File: config.mk
export PLATFORM = sky130hd
export DESIGN_NAME = sram_fifo_ctrl
export DESIGN_NICKNAME = d
export VERILOG_FILES = /design/src/rtl/sram_fifo_pkg.sv /design/src/rtl/sram_fifo_outbuf.sv /design/src/rtl/sram_fifo_ctrl.sv
export SDC_FILE = /design/constraint.sdc
export NUM_CORES = 1
export LEC_CHECK = 0
export ABC_AREA = 1
export CAP_MARGIN = 20
export CORE_MARGIN = 2
export CORE_UTILIZATION = 40
export CTS_CLUSTER_DIAMETER = 50
export DETAILED_ROUTE_END_ITERATION = 6
export GPL_ROUTABILITY_DRIVEN = 1
export PLACE_DENSITY = 0.69
export SYNTH_ARGS = -nofsm -noshare
export SYNTH_HDL_FRONTEND = slang
export SYNTH_SLANG_ARGS = --single-unit
export TNS_END_PERCENT = 5
File: constraint.sdc
create_clock -name clk -period 4 [get_ports clk]
set_input_delay 0.8 -clock clk [delete_from_list [all_inputs] [get_ports clk]]
set_output_delay 0.8 -clock clk [all_outputs]
set_load 0.01 [all_outputs]
File: src/rtl/sram_fifo_pkg.sv
`timescale 1ns/1ps
`default_nettype none
// ============================================================================
// Module  : sram_fifo_pkg
// Purpose : Shared defaults and types for the SRAM-backed FIFO controller.
//           Holds the default data width, macro address width and macro
//           depth, plus the occupancy type of the 2-entry output buffer.
// Ports   : none (package)
// Revision: 1.0 - initial release
// ============================================================================
package sram_fifo_pkg;

   localparam int c_dw_default    = 8;
   localparam int c_aw_default    = 10;
   localparam int c_depth_default = 1024;

   // Occupancy of the output buffer: 0, 1 or 2 entries.
   typedef logic [1:0] buf_occ_t;

   localparam buf_occ_t c_buf_entries = 2'd2;

   // Number of buffer slots already spoken for: words held, plus a read
   // whose data lands at the end of this cycle, minus a word leaving now.
   function automatic logic [2:0] slots_committed(input buf_occ_t occ,
                                                  input logic     inflight,
                                                  input logic     popping);
      return 3'(occ) + 3'(inflight) - 3'(popping);
   endfunction

endpackage : sram_fifo_pkg
`default_nettype wire

File: src/rtl/sram_fifo_outbuf.sv
`timescale 1ns/1ps
`default_nettype none
// ============================================================================
// Module  : sram_fifo_outbuf
// Purpose : 2-entry in-order output buffer sitting behind the SRAM read port.
//           The head word is presented from a register so it stays stable
//           while the consumer stalls.
// Ports   : clk, rst_n, flush       - clock, async active-low reset, sync clear
//           in_valid/in_ready/in_data    - write side (captured read data)
//           out_valid/out_ready/out_data - read side (FIFO head)
//           occupancy               - words currently held (0..2)
// Revision: 1.0 - initial release
// ============================================================================
module sram_fifo_outbuf
   import sram_fifo_pkg::*;
#(
   parameter int DW = c_dw_default
) (
   input  logic          clk,
   input  logic          rst_n,
   input  logic          flush,
   input  logic          in_valid,
   output logic          in_ready,
   input  logic [DW-1:0] in_data,
   output logic          out_valid,
   input  logic          out_ready,
   output logic [DW-1:0] out_data,
   output buf_occ_t      occupancy
);

   logic [DW-1:0] r_mem [2];
   logic          r_wr_idx;
   logic          r_rd_idx;
   buf_occ_t      r_occ;

   logic          w_wr;
   logic          w_rd;

   // When full, a word can still enter in the same cycle the head leaves:
   // the write slot is the one being vacated.
   assign in_ready  = (r_occ != c_buf_entries) || out_ready;
   assign out_valid = (r_occ != 2'd0);
   assign out_data  = r_mem[r_rd_idx];
   assign occupancy = r_occ;

   assign w_wr = in_valid && in_ready;
   assign w_rd = out_valid && out_ready;

   always_ff @(posedge clk or negedge rst_n) begin
      if (!rst_n) begin
         r_mem[0] <= '0;
         r_mem[1] <= '0;
         r_wr_idx <= 1'b0;
         r_rd_idx <= 1'b0;
         r_occ    <= 2'd0;
      end else if (flush) begin
         r_wr_idx <= 1'b0;
         r_rd_idx <= 1'b0;
         r_occ    <= 2'd0;
      end else begin
         if (w_wr) begin
            r_mem[r_wr_idx] <= in_data;
            r_wr_idx        <= ~r_wr_idx;
         end
         if (w_rd) begin
            r_rd_idx <= ~r_rd_idx;
         end
         case ({w_wr, w_rd})
            2'b10:   r_occ <= r_occ + 2'd1;
            2'b01:   r_occ <= r_occ - 2'd1;
            default: r_occ <= r_occ;
         endcase
      end
   end

endmodule : sram_fifo_outbuf
`default_nettype wire

File: src/rtl/sram_fifo_ctrl.sv
`timescale 1ns/1ps
`default_nettype none
// ============================================================================
// Module  : sram_fifo_ctrl
// Purpose : FIFO controller driving a dual-port (1W/1R) SRAM macro with a
//           1-cycle read latency. Writes go straight to the macro; reads are
//           issued ahead into a 2-entry output buffer so the consumer sees a
//           registered head and can pop every cycle. The macro itself is
//           instantiated by the parent, which also ties its clk0/clk1 to clk.
// Ports   : clk, rst_n, flush         - clock, async active-low reset, sync clear
//           push_valid/ready/data     - producer interface
//           pop_valid/ready/data      - consumer interface
//           count, empty, full        - status (count covers SRAM, in-flight
//                                       read and output buffer)
//           sram_csb0/addr0/din0      - macro write port
//           sram_csb1/addr1/dout1     - macro read port
// Revision: 1.0 - initial release
// ============================================================================
module sram_fifo_ctrl
   import sram_fifo_pkg::*;
#(
   parameter int DW    = c_dw_default,
   parameter int AW    = c_aw_default,
   parameter int DEPTH = c_depth_default
) (
   input  logic          clk,
   input  logic          rst_n,
   input  logic          flush,
   input  logic          push_valid,
   output logic          push_ready,
   input  logic [DW-1:0] push_data,
   output logic          pop_valid,
   input  logic          pop_ready,
   output logic [DW-1:0] pop_data,
   output logic [AW:0]   count,
   output logic          empty,
   output logic          full,
   output logic          sram_csb0,
   output logic [AW-1:0] sram_addr0,
   output logic [DW-1:0] sram_din0,
   output logic          sram_csb1,
   output logic [AW-1:0] sram_addr1,
   input  logic [DW-1:0] sram_dout1
);

   localparam int            CW          = AW + 1;
   localparam logic [AW-1:0] c_ptr_last  = AW'(DEPTH - 1);
   localparam logic [CW-1:0] c_sram_full = CW'(DEPTH);

   logic [AW-1:0] r_wptr;
   logic [AW-1:0] r_rptr;
   logic [CW-1:0] r_sram_cnt;   // words in the macro not yet read out
   logic [CW-1:0] r_count;      // words owned by the FIFO as a whole
   logic          r_inflight;   // a read issued last cycle returns data now
   logic          r_run;        // low for the first edge after reset release

   buf_occ_t      w_ob_occ;
   logic          w_ob_in_valid;
   logic          w_ob_in_ready;
   logic          w_push;
   logic          w_pop;
   logic          w_rd_issue;
   logic          w_full;

   function automatic logic [AW-1:0] ptr_inc(input logic [AW-1:0] p);
      return (p == c_ptr_last) ? '0 : p + 1'b1;
   endfunction

   // ------------------------------------------------------------------------
   // Handshakes and read-issue decision
   // ------------------------------------------------------------------------
   assign w_full     = (r_sram_cnt == c_sram_full);
   assign push_ready = r_run && !w_full && !flush;
   assign w_push     = push_valid && push_ready;
   assign w_pop      = pop_valid && pop_ready;

   // A slot freed by a pop in this same cycle counts as available; without
   // that, a read could only be issued every other cycle and streaming
   // would stall. The macro count is registered, so a word written this
   // cycle cannot be read before the next one, after the macro has
   // committed it, and the read address can never equal the write address
   // while both ports are active.
   assign w_rd_issue = r_run && !flush && (r_sram_cnt != '0) &&
                       (slots_committed(w_ob_occ, r_inflight, w_pop) < 3'd2);

   // ------------------------------------------------------------------------
   // Macro ports
   // ------------------------------------------------------------------------
   assign sram_csb0  = !w_push;
   assign sram_addr0 = r_wptr;
   assign sram_din0  = push_data;
   assign sram_csb1  = !w_rd_issue;
   assign sram_addr1 = r_rptr;

   // ------------------------------------------------------------------------
   // Status
   // ------------------------------------------------------------------------
   assign count = r_count;
   assign empty = (r_count == '0);
   assign full  = w_full;

   // Read data from a read issued before a flush is dropped here. The
   // ready term is always true when a read is in flight, since issue only
   // happens with a slot reserved.
   assign w_ob_in_valid = r_inflight && !flush && w_ob_in_ready;

   // ------------------------------------------------------------------------
   // Pointers and counters
   // ------------------------------------------------------------------------
   always_ff @(posedge clk or negedge rst_n) begin
      if (!rst_n) begin
         r_run      <= 1'b0;
         r_wptr     <= '0;
         r_rptr     <= '0;
         r_sram_cnt <= '0;
         r_count    <= '0;
         r_inflight <= 1'b0;
      end else begin
         r_run <= 1'b1;
         if (flush) begin
            r_wptr     <= '0;
            r_rptr     <= '0;
            r_sram_cnt <= '0;
            r_count    <= '0;
            r_inflight <= 1'b0;
         end else begin
            if (w_push) begin
               r_wptr <= ptr_inc(r_wptr);
            end
            if (w_rd_issue) begin
               r_rptr <= ptr_inc(r_rptr);
            end
            r_inflight <= w_rd_issue;

            case ({w_push, w_rd_issue})
               2'b10:   r_sram_cnt <= r_sram_cnt + 1'b1;
               2'b01:   r_sram_cnt <= r_sram_cnt - 1'b1;
               default: r_sram_cnt <= r_sram_cnt;
            endcase

            case ({w_push, w_pop})
               2'b10:   r_count <= r_count + 1'b1;
               2'b01:   r_count <= r_count - 1'b1;
               default: r_count <= r_count;
            endcase
         end
      end
   end

   // ------------------------------------------------------------------------
   // Output buffer
   // ------------------------------------------------------------------------
   sram_fifo_outbuf #(
      .DW (DW)
   ) u_outbuf (
      .clk       (clk),
      .rst_n     (rst_n),
      .flush     (flush),
      .in_valid  (w_ob_in_valid),
      .in_ready  (w_ob_in_ready),
      .in_data   (sram_dout1),
      .out_valid (pop_valid),
      .out_ready (pop_ready),
      .out_data  (pop_data),
      .occupancy (w_ob_occ)
   );

endmodule : sram_fifo_ctrl
`default_nettype wire
* Word level (Yosys, flattened, before mapping)
Cells that the tools add are included.
** Word-level totals
- Register bits :: 64
- Output and inout bits :: 53
** Operators by class
- Reductions and logical operators :: 27
- Multiplexer cells :: 23
- $lt $le $gt $ge :: 4
- Bitwise gates (word level) :: 5
- Add/subtract/negate cells :: 10
- Eq/ne operators :: 10
** Operators with widths (count)
- 2-to-1 mux 10 bit :: 6
- case mux 11 bit (2 select lines) :: 2
- 2-to-1 mux 8 bit :: 4
- adder 11 x 1 -> 11 bit (second input constant) :: 2
- 2-to-1 mux 11 bit :: 2
- subtractor 11 x 1 -> 11 bit (second input constant) :: 2
- adder 10 x 1 -> 10 bit (second input constant) :: 2
- == test 10 bit (second input constant) :: 2
- bitwise mux 16 bit :: 1
- == test 11 bit (second input constant) :: 1
- logical AND 1 bit :: 11
- logical NOT 11 bit :: 1
- nonzero test 11 bit :: 1
- nonzero test 2 bit :: 5
- nonzero test 3 bit :: 3
- demux 8 bit (select 1 bit) :: 1
- == test 2 x 1 -> 1 bit (second input constant) :: 3
- == test 2 bit (second input constant) :: 3
- 2-to-1 mux 1 bit :: 5
- greater-or-equal comparator 2 bit (second input constant) :: 2
- logical NOT 1 bit :: 4
- inverter 1 -> 2 bit :: 2
- case mux 2 bit (2 select lines) :: 1
- adder 2 x 1 -> 3 bit :: 1
- other kinds (10) :: 12

* Longest topological paths before layout
- Depth after elaboration :: 8
- Depth in mapped cells :: 24
- Mapped depth without buffers :: 24

* Modules after synthesis
Synthesis repeated with hierarchy kept, for this count alone.
** Unflattened totals
- Cell total of the unflattened synthesis :: 568
- Area total of the unflattened synthesis :: 4291.6 um2
** Modules (own cells, without submodules)
- sram_fifo_ctrl :: seq. area each 1101.1 um2, cells an instance 447, times used 1, area each 3251.9 um2
- sram_fifo_outbuf :: seq. area each 500.5 um2, cells an instance 121, times used 1, area each 1039.7 um2

* Worst setup path before layout
Ideal clock, no wire load.
- Path kind :: input-to-reg
- From :: in pop_ready
- To :: reg r_sram_cnt[5]
- Library setup time :: 0.127 ns
- Cell stages on the path :: 17
- Arrival time :: 3.746 ns
- Slack :: 0.127 ns
- Path through :: nand2_1 > inv_1 > ha_1 > or2_2 > fa_1 > inv_1 > nor2_2 > nand2_1 > a21oi_4 > nand2_2 > inv_1 > ha_1 > a21o_1 > o21bai_1 > a21oi_1 > xor2_1 > o21ai_1
** Between the ends
- Cells in the longest elaborated chain, start to end :: 7
- Elaborated cells on any way between the ends :: 9
- Classes of those cells :: 1 x add/sub; 1 x order compare; 2 x eq/ne; 2 x mux; 3 x reduce/logical
** Ends and longest elaborated chain
- start, declared :: RTL line sram_fifo_ctrl.sv:33 : input logic pop_ready,
- logical AND 1 bit * :: RTL line sram_fifo_ctrl.sv:75 : assign w_pop = pop_valid && pop_ready;
- subtractor 3 x 1 -> 3 bit * :: RTL line sram_fifo_pkg.sv:27 : return 3'(occ) + 3'(inflight) - 3'(popping);
- less-than comparator 3 x 2 -> 1 bit * :: RTL line sram_fifo_ctrl.sv:84 : (slots_committed(w_ob_occ, r_inflight, w_pop) < 3'd2);
- logical AND 1 bit * :: RTL line sram_fifo_ctrl.sv:83 : assign w_rd_issue = r_run && !flush && (r_sram_cnt != '0) &&
- == test 2 x 1 -> 1 bit / == test 2 bit (equally long branches) :: RTL line sram_fifo_ctrl.sv:135 : case ({w_push, w_rd_issue})
- case mux 11 bit (2 select lines) :: RTL line sram_fifo_ctrl.sv:135
- 2-to-1 mux 11 bit :: RTL line sram_fifo_ctrl.sv:120 : if (flush) begin
- end signal, assigned :: RTL line sram_fifo_ctrl.sv:136 : 2'b10: r_sram_cnt <= r_sram_cnt + 1'b1;
- end signal, assigned :: RTL line sram_fifo_ctrl.sv:137 : 2'b01: r_sram_cnt <= r_sram_cnt - 1'b1;
- end signal, assigned :: RTL line sram_fifo_ctrl.sv:138 : default: r_sram_cnt <= r_sram_cnt;
- end, declared :: RTL line sram_fifo_ctrl.sv:52 : logic [CW-1:0] r_sram_cnt;
Every way passes the cells marked *; elsewhere a longest branch is shown, timed or not.
A chain may end at the register's enable or synchronous reset.

* Worst setup path in the final report
- From :: reg u_outbuf.r_occ[1] (netlist: u_outbuf.occupancy[1])
- To :: reg r_sram_cnt[10]
** Between the ends
- Cells in the longest elaborated chain, start to end :: 8
- Elaborated cells on any way between the ends :: 11
- Classes of those cells :: 2 x add/sub; 1 x order compare; 2 x eq/ne; 2 x mux; 4 x reduce/logical
** Ends and longest elaborated chain
- start, declared :: RTL line sram_fifo_outbuf.sv:34 : buf_occ_t r_occ;
- start signal, assigned :: RTL line sram_fifo_outbuf.sv:69 : 2'b10: r_occ <= r_occ + 2'd1;
- start signal, assigned :: RTL line sram_fifo_outbuf.sv:70 : 2'b01: r_occ <= r_occ - 2'd1;
- start signal, assigned :: RTL line sram_fifo_outbuf.sv:71 : default: r_occ <= r_occ;
- parallel branches: the longest is 2 deep, another holds adder 2 x 1 -> 3 bit
- subtractor 3 x 1 -> 3 bit * :: RTL line sram_fifo_pkg.sv:27
- less-than comparator 3 x 2 -> 1 bit * :: RTL line sram_fifo_ctrl.sv:84
- logical AND 1 bit * :: RTL line sram_fifo_ctrl.sv:83
- == test 2 x 1 -> 1 bit / == test 2 bit (equally long branches) :: RTL line sram_fifo_ctrl.sv:135
- case mux 11 bit (2 select lines) :: RTL line sram_fifo_ctrl.sv:135
- 2-to-1 mux 11 bit :: RTL line sram_fifo_ctrl.sv:120
Mark *: on every way between the ends.

==> impl_metrics.json <==
{
  "status": "finished, final reports clean",
  "clk_path_buf_depth": 2,
  "dp_hpwl_um": 7220,
  "fmax_mhz": 270,
  "holdWs_ns": 0.492,
  "numCtsBuffers": 9,
  "routed_wl_um": 9980,
  "worstMarginPinSlew_ns": 0.933,
  "crit_arrival_ns": 3.96,
  "routed_via_density": 4.99,
  "ant_nets": 0,
  "final_max_slew_viol_count": 0,
  "synth-main-ff-cell": "dfrtp_1",
  "p_seq_share_pct": 32.4,
  "path_max_fanout": 5,
  "hp-class": "reg2reg",
  "synthArstFlopShare_pct": 100,
  "final_cell_area_um2": 5330,
  "swShare_pct": 38.1,
  "synth_seq_cells": 64,
  "ys_warn_count": 0,
  "crit_path_end_kind": "register",
  "power.leakage_nw": 2.57,
  "nFillCells": 932,
  "syn2layout_area_growth_pct": 30.8,
  "cap_violations": 0,
  "drc_errors": 0,
  "wl_per_cell_um": 13.0,
  "required_ns": 4.25,
  "clockPowerShare_pct": 23.2,
  "clk_pin_slew_ns": 0.07,
  "track_usage_pct": 18.5,
  "syn_nets": 590,
  "root_buffer": "clkbuf_8",
  "ctsHoldBuffers": 0,
  "ir_worst_vdd_mv": 0.222,
  "p_per_area_nw_per_um2": 506,
  "numPortBuffers": 57,
  "syn_inst": 545,
  "insertion_delay_ns": 0.35,
  "synth_cell_type_count": 39,
  "switching_power_mw": 1.03,
  "grt_antenna_before_repair": 0,
  "syn_avg_cell_area_um2": 7.48,
  "seq_area_frac_synth_pct": 39.3,
  "die_x_um": 105,
  "finalPower_mw": 2.70,
  "fin_skew_ns": 0.00563,
  "hold_start": "u_outbuf.r_mem[0]",
  "maxSlewHeadroom_pct": 37.8,
  "cts.sinks": 64,
  "finish.utilization_pct": 54.3,
  "worstSetupPathType": "reg2reg",
  "min_period_ns": 3.71,
  "placed_area_um2": 4950,
  "start_util_pct": 41.5,
  "die_area_um2": 11000,
  "drt_iter0_drc": 130,
  "overflow": 0,
  "cts_tree": "yes",
  "io_pins": 74,
  "rows": 36,
  "final-setup-viol-count": 0,
  "final_nets": 676,
  "num_vias": 3839,
  "drive_gt1_share_pct": 13.4,
  "placed_cells": 750,
  "crit_path_start": "u_outbuf.occupancy[1]",
  "core_um2": 9820,
  "grt_pass1_vias": 3670,
  "start_kind": "register",
  "drtPass1Iterations": 5,
  "htreeDepth": 3,
  "comb_power_share_pct": 44.4,
  "finalHoldViolCount": 0,
  "diodes": 0,
  "place_ws_ns": -0.287,
  "synth_edf_count": 0,
  "die_height_um": 105,
  "routabilityCongestion": 0.854,
  "setup_tns_ns": 0,
  "rsz0062_at_grt": "false",
  "grt_pass1_wl_um": 16700,
  "final_cells": 769,
  "grt_max_degree": 42,
  "syn_area_um2": 4080,
  "timing.final.crit_share_pct": 92.7,
  "worstReg2RegStart": "u_outbuf.occupancy[1]",
  "setup_slack_ns": 0.290,
  "power.internal_mw": 1.67
}
sequential cells by signal (all words and copies together) (netlist names):
name,cells
u_outbuf.r_mem,16
count,11
r_sram_cnt,11
sram_addr0,10
sram_addr1,10
u_outbuf.occupancy,2
r_inflight,1
r_run,1
u_outbuf.r_rd_idx,1
u_outbuf.r_wr_idx,1
cell type report:
cell class                      count  area [µm²]  share of cell area (%)
Multi-Input combinational cell    388        2210                    41.4
Sequential cell                    64        1600                    30.0
Timing Repair Buffer               89         837                    15.7
Inverter                           79         302                    5.65
Tap cell                          133         166                    3.12
Clock buffer                        9         124                    2.32
Clock inverter                      7        96.3                    1.81
cell usage in the layout (no fill, tap or decap), types with 7 or more instances in the layout:
cell             Yosys  routed
buf_4                8      29
o21ai_0             37      33
nor3_1              10       8
clkbuf_8             0       9
dfrtp_1             64      64
xor2_1              13      13
nor2_1              39      38
o22ai_1              9       9
clkdlybuf4s50_1      0      54
nand3_1             27      27
a21oi_1             24      20
inv_1               76      73
nand4_1             11      11
nand2_1            152     150
o21ai_1              8      11
ha_1                21      15
xnor2_1              7       7
logic make-up after synthesis:
kind of cell,after synthesis,share of synthesized area (%)
other,1,0.0920
XOR/XNOR,20,4.30
AO/OA/AOI/OAI,92,12.7
adder cells (fa/ha/maj),24,7.92
AND/OR/NAND/NOR,251,26.2
buffers and inverters,93,9.58
flip-flops,64,39.3
power by group through the flow:
stage	Clock (mW)	Combinational, mW	Sequential, mW
after global placement	0	1.11	0.879
final	0.627	1.20	0.875
after global routing	0.672	1.34	0.895
after CTS	0.639	1.15	0.872
after floorplan	0	0.692	0.875
after detailed placement	0	1.14	0.883
worst paths after layout:
check	cells past startpoint	end	slack, ns
hold reg to reg	2	u_outbuf.r_mem[0]	0.49
setup reg to reg	25	r_sram_cnt[10]	0.29
setup / recovery	25	r_sram_cnt[10]	0.29
max in group asynchronous	2	sram_addr0[3]	2.54
hold / removal	2	u_outbuf.r_mem[0]	0.49
min in group asynchronous	1	sram_addr1[1]	0.58
cells in the mapped netlist, types with 2 or more instances:
library cell / number / area, µm²
nand2_1: 152 / 571
inv_1: 76 / 285
dfrtp_1: 64 / 1600
nor2_1: 39 / 146
o21ai_0: 37 / 185
nand3_1: 27 / 135
a21oi_1: 24 / 120
ha_1: 21 / 263
xor2_1: 13 / 114
nand4_1: 11 / 68.8
nor3_1: 10 / 50.1
o22ai_1: 9 / 56.3
buf_4: 8 / 60.1
o21ai_1: 8 / 40.0
xnor2_1: 7 / 61.3
o21bai_1: 4 / 30.0
clkbuf_1: 3 / 11.3
fa_1: 3 / 60.1
nand2_2: 3 / 18.8
o21a_1: 3 / 22.5
a21boi_0: 2 / 15.0
a21o_1: 2 / 15.0
nand2_4: 2 / 22.5
nor2_2: 2 / 12.5
what timing repair did:
action / 4_1_cts / 5_1_grt
endpoints found under the setup margin: 1 / 9
hold endpoints to repair: 0 / 0
gates cloned: 0 / 1
pin swaps: 0 / 5
resized for setup: 5 / 29
buffers inserted: 1 / 1
worst max-delay path: stages (launching register included):
cell      delay (ns)
dfrtp_1         0.47
inv_1           0.11
nand2_1         0.10
nand2_2         0.09
inv_2           0.04
ha_1            0.26
or2_2           0.30
fa_1            0.48
inv_1           0.05
nor2_2          0.10
nand2_2         0.07
a21oi_4         0.12
buf_4           0.13
nand2_2         0.07
inv_4           0.08
buf_12          0.13
ha_4            0.20
nand2_1         0.06
nand2_1         0.08
o21bai_2        0.21
nand2_1         0.06
nand2_1         0.05
nor2_2          0.12
nand3_1         0.08
nand3_1         0.09
nand2_1         0.05
per-layer routing:
| layer | part of all wire, % | global-route usage, % | up-vias |
|---|---|---|---|
| met5 | 0 | 0 | - |
| met4 | 1.3 | 5.81 | 0 |
| met3 | 3.7 | 4.30 | 12 |
| met2 | 51 | 31.9 | 64 |
| met1 | 44 | 22.8 | 1840 |
| li1 | - | - | 1923 |
No activity file was read; power rests on OpenSTA's default activity.
